`src/rtl/uart_pkg.sv`:
```
// ============================================================================
// Module      : uart_pkg
// Description : Shared defaults and helpers for the UART receive buffer.
//               Holds the default byte width, the default FIFO depth and a
//               clog2 function used to derive the FIFO pointer width.
// Revision    : 1.0 - initial release
// ============================================================================
`default_nettype none

package uart_pkg;

  // Default byte width. It must match the receiver's rx_data width.
  localparam int c_DATA_W = 8;

  // Default number of FIFO entries. It must be a power of two.
  localparam int c_FIFO_DEPTH = 16;

  // Returns the smallest r such that (1 << r) >= value. The loop has a fixed
  // bound, so the function is usable as a constant function.
  function automatic int clog2(input int value);
    int result;
    result = 0;
    for (int i = 0; i < 31; i++) begin
      if ((1 << i) < value) begin
        result = i + 1;
      end
    end
    return result;
  endfunction

endpackage : uart_pkg

`default_nettype wire

```
`src/rtl/uart_fifo_mem.sv`:
```
// ============================================================================
// Module      : uart_fifo_mem
// Description : DEPTH x DATA_W register array with one synchronous write port
//               and one asynchronous read port. The storage has no reset.
// Ports       : clk     - clock
//               wr_en   - write enable
//               wr_addr - write address
//               wr_data - write data
//               rd_addr - read address
//               rd_data - read data, combinational from rd_addr
// Revision    : 1.0 - initial release
// ============================================================================
`default_nettype none

module uart_fifo_mem
  import uart_pkg::*;
#(
  parameter int DATA_W = c_DATA_W,
  parameter int DEPTH  = c_FIFO_DEPTH,
  parameter int AW     = clog2(DEPTH)
) (
  input  logic              clk,
  input  logic              wr_en,
  input  logic [AW-1:0]     wr_addr,
  input  logic [DATA_W-1:0] wr_data,
  input  logic [AW-1:0]     rd_addr,
  output logic [DATA_W-1:0] rd_data
);

  logic [DATA_W-1:0] r_mem [DEPTH];

  always_ff @(posedge clk) begin
    if (wr_en) begin
      r_mem[wr_addr] <= wr_data;
    end
  end

  assign rd_data = r_mem[rd_addr];

endmodule : uart_fifo_mem

`default_nettype wire

```
`src/rtl/uart_rx_fifo.sv`:
```
// ============================================================================
// Module      : uart_rx_fifo
// Description : Receive buffer placed downstream of the UART receiver. Each
//               byte strobed in with rx_done goes into a first-word-fall-
//               through FIFO. The bytes are read out through a valid/ready
//               port. A sticky overrun flag records any byte that was dropped
//               because the buffer was full.
//               When the macro UART_RX_FIFO_WM_EN is defined, a registered
//               watermark interrupt is raised while the occupancy is at or
//               above wm_level. When the macro is undefined, wm_irq is 0.
// Ports       : clk         - clock
//               rst         - synchronous active-high reset
//               rx_data     - byte from the receiver, sampled on rx_done
//               rx_done     - one-cycle write strobe
//               rd_data     - head-of-queue byte (valid with rd_valid)
//               rd_valid    - FIFO not empty
//               rd_ready    - consumer accepts rd_data
//               count       - occupancy, 0..DEPTH
//               full        - count == DEPTH
//               overrun     - sticky flag, set when a byte was dropped
//               overrun_clr - clears overrun (a set in the same cycle wins)
//               wm_level    - watermark threshold
//               wm_irq      - watermark interrupt
// Revision    : 1.0 - initial release
// ============================================================================
`default_nettype none

module uart_rx_fifo
  import uart_pkg::*;
#(
  parameter int DATA_W = c_DATA_W,
  parameter int DEPTH  = c_FIFO_DEPTH,
  parameter int AW     = clog2(DEPTH)
) (
  input  logic              clk,
  input  logic              rst,
  input  logic [DATA_W-1:0] rx_data,
  input  logic              rx_done,
  output logic [DATA_W-1:0] rd_data,
  output logic              rd_valid,
  input  logic              rd_ready,
  output logic [AW:0]       count,
  output logic              full,
  output logic              overrun,
  input  logic              overrun_clr,
  input  logic [AW:0]       wm_level,
  output logic              wm_irq
);

  localparam logic [AW:0]   c_DEPTH_CNT = (AW+1)'(DEPTH);
  localparam logic [AW:0]   c_CNT_ONE   = (AW+1)'(1);
  localparam logic [AW-1:0] c_PTR_ONE   = AW'(1);

  logic [AW-1:0] r_wptr;
  logic [AW-1:0] r_rptr;
  logic [AW:0]   r_count;
  logic          r_overrun;

  logic          w_empty;
  logic          w_full;
  logic          w_pop;
  logic          w_wr;
  logic          w_drop;
  logic [AW:0]   w_count_next;

  // Full and empty come from the occupancy counter. The pointers compare
  // equal in both cases, so they cannot tell full from empty.
  assign w_empty = (r_count == '0);
  assign w_full  = (r_count == c_DEPTH_CNT);
  assign w_pop   = !w_empty && rd_ready;

  // A pop in the same cycle frees the slot, so a full buffer can still
  // accept a write.
  assign w_wr    = rx_done && (!w_full || w_pop);
  assign w_drop  = rx_done && w_full && !w_pop;

  always_comb begin
    w_count_next = r_count;
    if (w_wr && !w_pop) begin
      w_count_next = r_count + c_CNT_ONE;
    end else if (w_pop && !w_wr) begin
      w_count_next = r_count - c_CNT_ONE;
    end
  end

  always_ff @(posedge clk) begin
    if (rst) begin
      r_wptr    <= '0;
      r_rptr    <= '0;
      r_count   <= '0;
      r_overrun <= 1'b0;
    end else begin
      // The pointers wrap naturally because DEPTH is a power of two.
      if (w_wr) begin
        r_wptr <= r_wptr + c_PTR_ONE;
      end
      if (w_pop) begin
        r_rptr <= r_rptr + c_PTR_ONE;
      end
      r_count <= w_count_next;
      if (w_drop) begin
        r_overrun <= 1'b1;
      end else if (overrun_clr) begin
        r_overrun <= 1'b0;
      end
    end
  end

  uart_fifo_mem #(
    .DATA_W (DATA_W),
    .DEPTH  (DEPTH),
    .AW     (AW)
  ) u_mem (
    .clk     (clk),
    .wr_en   (w_wr),
    .wr_addr (r_wptr),
    .wr_data (rx_data),
    .rd_addr (r_rptr),
    .rd_data (rd_data)
  );

  assign rd_valid = !w_empty;
  assign count    = r_count;
  assign full     = w_full;
  assign overrun  = r_overrun;

`ifdef UART_RX_FIFO_WM_EN
  logic r_wm_irq;

  // The comparison uses the next count, so the interrupt lines up with the
  // occupancy that becomes visible after the same edge.
  always_ff @(posedge clk) begin
    if (rst) begin
      r_wm_irq <= 1'b0;
    end else begin
      r_wm_irq <= (w_count_next >= wm_level) && (wm_level != '0);
    end
  end

  assign wm_irq = r_wm_irq;
`else
  // The watermark feature is disabled, so the threshold input is not used.
  logic w_wm_level_unused;
  assign w_wm_level_unused = ^wm_level;
  assign wm_irq            = 1'b0;
`endif

endmodule : uart_rx_fifo

`default_nettype wire

```
`config.mk`:
```
export PLATFORM = sky130hd
export DESIGN_NAME = uart_rx_fifo
export DESIGN_NICKNAME = d
export VERILOG_FILES = /design/src/rtl/uart_pkg.sv /design/src/rtl/uart_fifo_mem.sv /design/src/rtl/uart_rx_fifo.sv
export SDC_FILE = /design/constraint.sdc
export NUM_CORES = 1
export LEC_CHECK = 0
export CAP_MARGIN = 10
export CORE_ASPECT_RATIO = 1.2
export CORE_MARGIN = 4
export CORE_UTILIZATION = 61
export CTS_CLUSTER_SIZE = 20
export DETAILED_ROUTE_END_ITERATION = 8
export HOLD_SLACK_MARGIN = 0.05
export PLACE_DENSITY = 0.81
export SYNTH_ARGS = -nofsm -noshare
export SYNTH_HDL_FRONTEND = slang
export SYNTH_SLANG_ARGS = --single-unit
```
`constraint.sdc`:
```
create_clock -name clk -period 7.5 [get_ports clk]
set_input_delay 0.75 -clock clk [delete_from_list [all_inputs] [get_ports clk]]
set_output_delay 0.75 -clock clk [all_outputs]
set_load 0.005 [all_outputs]
```
==> impl_metrics.yaml, run 1 <==
pwr:
  power.share.sequential_pct: 42.6
  gate_power_share_pct: 21.4
  static-leakage-power_uw: 0.00222
  net-switching-power_uw: 558
  power-per-cell-area_nw_per_um2: 334
  p_int_uw: 1710
  peak_supply_drop_mv: 0.257
  power.share.switching_pct: 24.6
  share_clk_of_total_power_pct: 36.0
yosys:
  synth_async_sr_flop_share_pct: 0
  synthTopCellsByArea: "sky130_fd_sc_hd__edfxtp_1 66%, sky130_fd_sc_hd__mux4_2 12%, sky130_fd_sc_hd__dfxtp_1 6.2%, sky130_fd_sc_hd__a22oi_1 2.1%, sky130_fd_sc_hd__ha_1 1.9%"
  edff_count_synth: 128
  synth_sequential_area_ratio_pct: 72.4
  count_of_yosys_warnings_during_synthesis: 0
  most_used_standard_cell_by_instance_count_after_synthesis: "sky130_fd_sc_hd__edfxtp_1"
  synth_top_area_share_pct: 66.2
  postSynthAreaPerCell_um2: 18.3
  synth.largest_area_cell: "sky130_fd_sc_hd__edfxtp_1"
  synth_common_cells: "128 x sky130_fd_sc_hd__edfxtp_1, 32 x sky130_fd_sc_hd__mux4_2, 30 x sky130_fd_sc_hd__nor2_1, 18 x sky130_fd_sc_hd__dfxtp_1, 16 x sky130_fd_sc_hd__a22oi_1"
  synth_cells: 318
  yosys.cell_types.count: 39
  synth_ff_type: "sky130_fd_sc_hd__edfxtp_1"
  netlist_area_um2: 5810
  syn_nets: 346
  yosys_register_bits: 146
setup_path:
  criticalPathCategory: "reg -> out"
  critical_path_cell_with_the_highest_stage_delay: "sky130_fd_sc_hd__mux4_2"
  setup.worst_path.end_class: "output pin"
  critical_path_depth: 5
  cpLargestDelayFamily: "buffers and inverters"
  slowest_delay_ns: 0.59
  crit_path_cell_trace: "buf_4, mux4_2, a22oi_1, nand2_1, clkdlybuf4s50_1"
  path_max_fanout: 32
  required_ns: 6.75
  cp-start-kind: "flip-flop"
  reg2regPathDepth: 10
  worstPathBufferInverterCount: 2
  worst_ep_arrival_time_ns: 2.80
timing:
  holdWs_ns: 0.525
  setup-tns-final_ns: 0
  finClkSkew_ns: 0.0107
  max_slew.worst_pin.slew_ns: 0.969
  drv_slew: 0
  part_of_the_cycle_the_worst_path_needs_pct: 47.3
  min_period_ns: 3.55
  final-setup-viol-count: 0
  max_freq_mhz: 282
  setup_repair_after_global_routing_missed_its_margin: "false"
  hold_violations: 0
  worst_slew_margin_rel_pct: 35.2
clock_tree:
  cts_tree: "done"
  buffers_inserted_by_post_cts_timing_repair: 0
  clock_latency_ns: 0.53
  clockBufferDepth: 2
  clock_tree.root_cell: "sky130_fd_sc_hd__clkbuf_8"
  cts.htree.levels: 4
  post_cts_resize_count: 0
  cts_made_buffers: 17
  cts_num_sinks: 146
  worst_setup_hold_path_clk_slew_ns: 0.06
  count_of_hold_fix_buffers_inserted_at_cts: 0
hold_path:
  worstHoldPathCells: 2
  worst_hold_path_type: "reg -> reg"
floorplanning:
  design.die.area_um2: 11200
  initial_core_util_pct: 63.3
  core_area_um2: 9180
  die_h_um: 115
  die_w_um: 97.1
  io-pin-count: 35
  rows: 38
routing:
  final_wl_um: 11200
  firstDrtPassIters: 4
  route.detailed.vias_per_inst: 6.12
  post_drt_wl_per_cell_um: 22.9
  post_route_drc: 0
  drt_first_iter_violations: 209
  final_antenna_net_count: 0
  vias: 2981
global_routing:
  vias_in_the_first_global_route: 3126
  antenna_found_initial: 1
  overflow: 0
  pin_count_of_the_biggest_net_entering_global_routing: 33
  grt_pass1_wl_um: 17500
  grtUsageTotal_pct: 21.4
flow_run:
  max-cap-violations: 0
final_layout:
  area_delta_synth_final_pct: 16.7
  drive_gt1_share_pct: 19.1
  layout_net_count: 381
  register_area_um2: 4210
  num-fill-cells: 517
  area_of_the_multi_input_gates_um2: 1510
placed_design:
  io_port_bufs: 28
  gp_congestion: 0.732
  post-dp-hpwl_um: 6730
run_status:
  outcome: "completed"
per-layer routing:
layer / part of all wire [%] / up-vias / GRT usage, % / wire length (µm)
li1: - / 1335 / - / -
met1: 39 / 1528 / 26.0 / 4320
met2: 53 / 103 / 36.5 / 5960
met3: 5.7 / 15 / 6.19 / 641
met4: 2.2 / 0 / 9.08 / 249
met5: 0 / - / 0 / 0
tightest hold or removal path, stage by stage (launching register included):
cell and delay, ns:
sky130_fd_sc_hd__dfxtp_1 0.35, sky130_fd_sc_hd__nand2_1 0.07, sky130_fd_sc_hd__a21oi_1 0.06
power groups by stage:
stage	Sequential (µW)	Combinational [µW]	Clock (µW)
after floorplan	957	354	0
after global placement	981	478	0
after detailed placement	982	487	0
after CTS	967	492	820
after global routing	971	530	865
final	966	484	815
cells by family after synthesis:
logic type / count (synthesis) / synth area share (%)
flip-flops: 146 / 72.4
multiplexers: 35 / 12.9
other: 1 / 0.0646
AND/OR/NAND/NOR: 66 / 5.34
AO/OA/AOI/OAI: 31 / 4.26
adder cells (fa/ha/maj): 10 / 2.28
buffers and inverters: 22 / 1.68
XOR/XNOR: 7 / 1.06
layout by cell type (no fill, tap or decap), drive strengths merged, types with 2 or more instances in the layout:
master	n
a21oi	6
xnor2	2
nand3	6
or3	3
clkdlybuf4s50	28
nor2	30
ha	9
inv	5
o21ai	2
mux4	32
nand2b	3
bufinv	2
xor2	5
nor2b	3
mux2i	2
nor3	5
edfxtp	128
o211ai	2
nand2	11
a22oi	16
dfxtp	18
buf	5
clkbuf	28
final cells by class:
cell class | instances | area share (%)
tap | 120 | 2.21
timing repair buffer | 33 | 4.69
clock inverter | 4 | 1.05
sequential | 146 | 62.0
antenna | 1 | 0.0369
multi-input combinational | 150 | 22.2
inverter | 5 | 0.277
clock buffer | 28 | 7.46
sequential cells by signal, indices dropped and copies added, names as in the netlist, named ones only:
signal / flops
u_mem.r_mem: 128
count: 5
r_rptr: 4
r_wptr: 4
overrun: 1
stage by stage:
| step | setup slack [ns] | instance area, µm² | std cells | power (µW) | utilization, % |
|---|---|---|---|---|---|
| after global routing | 3.77 | 6780 | 487 | 2370 | 73.9 |
| after floorplan | 4.71 | 5810 | 318 | 1310 | - |
| after CTS | 3.85 | 6780 | 486 | 2280 | 73.9 |
| after detailed placement | 4.09 | 6200 | 454 | 1470 | 67.6 |
| after global placement | 4.10 | 6200 | 454 | 1460 | 67.6 |
| final | 3.95 | 6780 | 487 | 2260 | 73.9 |
final timing paths:
check	endpoint	start	slack (ns)
max reg2reg	count[4]	count[0]	4.49
max	rd_data[5]	flip-flop	3.95
min	r_wptr[1]	r_wptr[1]	0.52
min reg2reg	r_wptr[1]	r_wptr[1]	0.52
Note: power is estimated with default switching activity, not from simulation.
==> inputs of run 2 (changes only) <==
CORE_UTILIZATION = 59   (was 61)
PLACE_DENSITY = 0.79   (was 0.81)
clock period = 3.3 ns   (was 7.5 ns; I/O delays follow)
==> impl_metrics.yaml, run 2 (synthesized netlist as in run 1, its figures left out) <==
clock_tree:
  cts.htree.levels: 4
  post_cts_resize_count: 0
  cts_num_sinks: 146
  count_of_hold_fix_buffers_inserted_at_cts: 0
  cts_tree: "done"
  buffers_inserted_by_post_cts_timing_repair: 0
  worst_setup_hold_path_clk_slew_ns: 0.05
  clock_tree.root_cell: "sky130_fd_sc_hd__clkbuf_16"
  clockBufferDepth: 2
  cts_made_buffers: 17
  clock_latency_ns: 0.41
global_routing:
  grt_pass1_wl_um: 18100
  pin_count_of_the_biggest_net_entering_global_routing: 33
  overflow: 0
  antenna_found_initial: 0
  grtUsageTotal_pct: 21.7
  vias_in_the_first_global_route: 3201
routing:
  route.detailed.vias_per_inst: 5.97
  drt_first_iter_violations: 337
  firstDrtPassIters: 4
  final_wl_um: 10900
  vias: 2959
  final_antenna_net_count: 0
  post_drt_wl_per_cell_um: 22.0
  post_route_drc: 0
floorplanning:
  core_area_um2: 9560
  initial_core_util_pct: 60.7
  io-pin-count: 35
  die_w_um: 98.6
  design.die.area_um2: 11500
  die_h_um: 117
  rows: 39
final_layout:
  antenna-diode-count: 0
  layout.cells.most_common_list: "128 x sky130_fd_sc_hd__edfxtp_1, 32 x sky130_fd_sc_hd__mux4_2, 30 x sky130_fd_sc_hd__nor2_1"
  area_of_the_multi_input_gates_um2: 1510
  layout_net_count: 388
  num-fill-cells: 603
  final_area_um2: 6890
  area_delta_synth_final_pct: 18.6
  register_area_um2: 4210
  layout_cells_excl_fill: 496
  largest_register_ffs: 128
  top_reg_by_flops: "u_mem.r_mem"
  final_core_utilization_pct: 72.0
  final_common_cell: "sky130_fd_sc_hd__edfxtp_1"
  drive_gt1_share_pct: 20.9
setup_path:
  worst_ep_arrival_time_ns: 3.33
  setup.worst_path.end_class: "flip-flop"
  cp-start-kind: "flip-flop"
  path_max_fanout: 9
  criticalPathCategory: "reg -> reg"
  required_ns: 3.60
timing:
  max_freq_mhz: 330
  max_slew.worst_pin.slew_ns: 0.831
  worst_slew_margin_rel_pct: 44.4
  part_of_the_cycle_the_worst_path_needs_pct: 91.8
  final-setup-viol-count: 0
  setup_ws_ns: 0.271
  setup_repair_after_global_routing_missed_its_margin: "false"
  drv_slew: 0
  min_period_ns: 3.03
  finClkSkew_ns: 0.00620
  setup-tns-final_ns: 0
  hold_violations: 0
flow_run:
  max-cap-violations: 0
hold_path:
  worst_hold_path_type: "reg -> reg"
placed_design:
  gp_congestion: 0.735
  post-dp-hpwl_um: 6800
  dp_slack_ns: 0.278
  io_port_bufs: 28
  postPlaceCellArea_um2: 6270
  place_inst: 464
pwr:
  peak_supply_drop_mv: 0.618
  power-per-cell-area_nw_per_um2: 772
  static-leakage-power_uw: 0.00229
run_status:
  outcome: "completed"
==> run 2: cell count changes in the layout (fill, tap and decap cells not counted), sizes merged <==
cell and delta:
clkbuf -10, bufinv +3, buf +7, clkinv +7, diode -1
==> run 2: worst paths after layout <==
check	start	slack (ns)	cells after the start	end
hold / removal	r_wptr[1]	0.51	2	r_wptr[1]
hold reg to reg	r_wptr[1]	0.51	2	r_wptr[1]
setup reg to reg	count[0]	0.27	10	count[4]
setup / recovery	count[0]	0.27	10	count[4]
==> run 2: report_power, final <==
group          leakage (µW)  internal (µW)  switching (µW)  total (µW)
Combinational      0.000682            632             537        1170
Sequential          0.00130           2090            56.7        2150
Clock              0.000303           1320             681        2000
==> run 2: worst max-delay path: stages, from the launching register on <==
cell and delay, ns:
sky130_fd_sc_hd__dfxtp_1 0.36, sky130_fd_sc_hd__or4_4 0.64, sky130_fd_sc_hd__o31ai_4 0.30, sky130_fd_sc_hd__inv_1 0.09
sky130_fd_sc_hd__ha_1 0.22, sky130_fd_sc_hd__inv_1 0.16, sky130_fd_sc_hd__ha_1 0.30, sky130_fd_sc_hd__a21oi_1 0.18
sky130_fd_sc_hd__a211oi_1 0.09, sky130_fd_sc_hd__a31oi_1 0.21, sky130_fd_sc_hd__mux2_2 0.36
==> run 2: final cells by class <==
class	count	area share (%)
inverter	5	0.272
clock buffer	18	6.23
tap	123	2.23
multi-input combinational	150	21.9
clock inverter	14	2.80
timing repair buffer	40	5.56
sequential	146	61.0
==> run 2: per-layer routing <==
metal  vias up  wire length, µm  global-route usage, %
met2        99             5840                   37.5
li1       1350                -                      -
met3        23              601                   6.33
met1      1487             4260                   26.1
met4         0              204                   8.56
met5         -                0                      0
==> run 2: metrics by stage <==
stage	power, µW	hold WS (ns)
3_5_place_dp	3360	0.513
3_3_place_gp	3330	0.504
5_1_grt	5570	0.554
6_report	5320	0.511
2_1_floorplan	2980	0.429
4_1_cts	5370	0.520
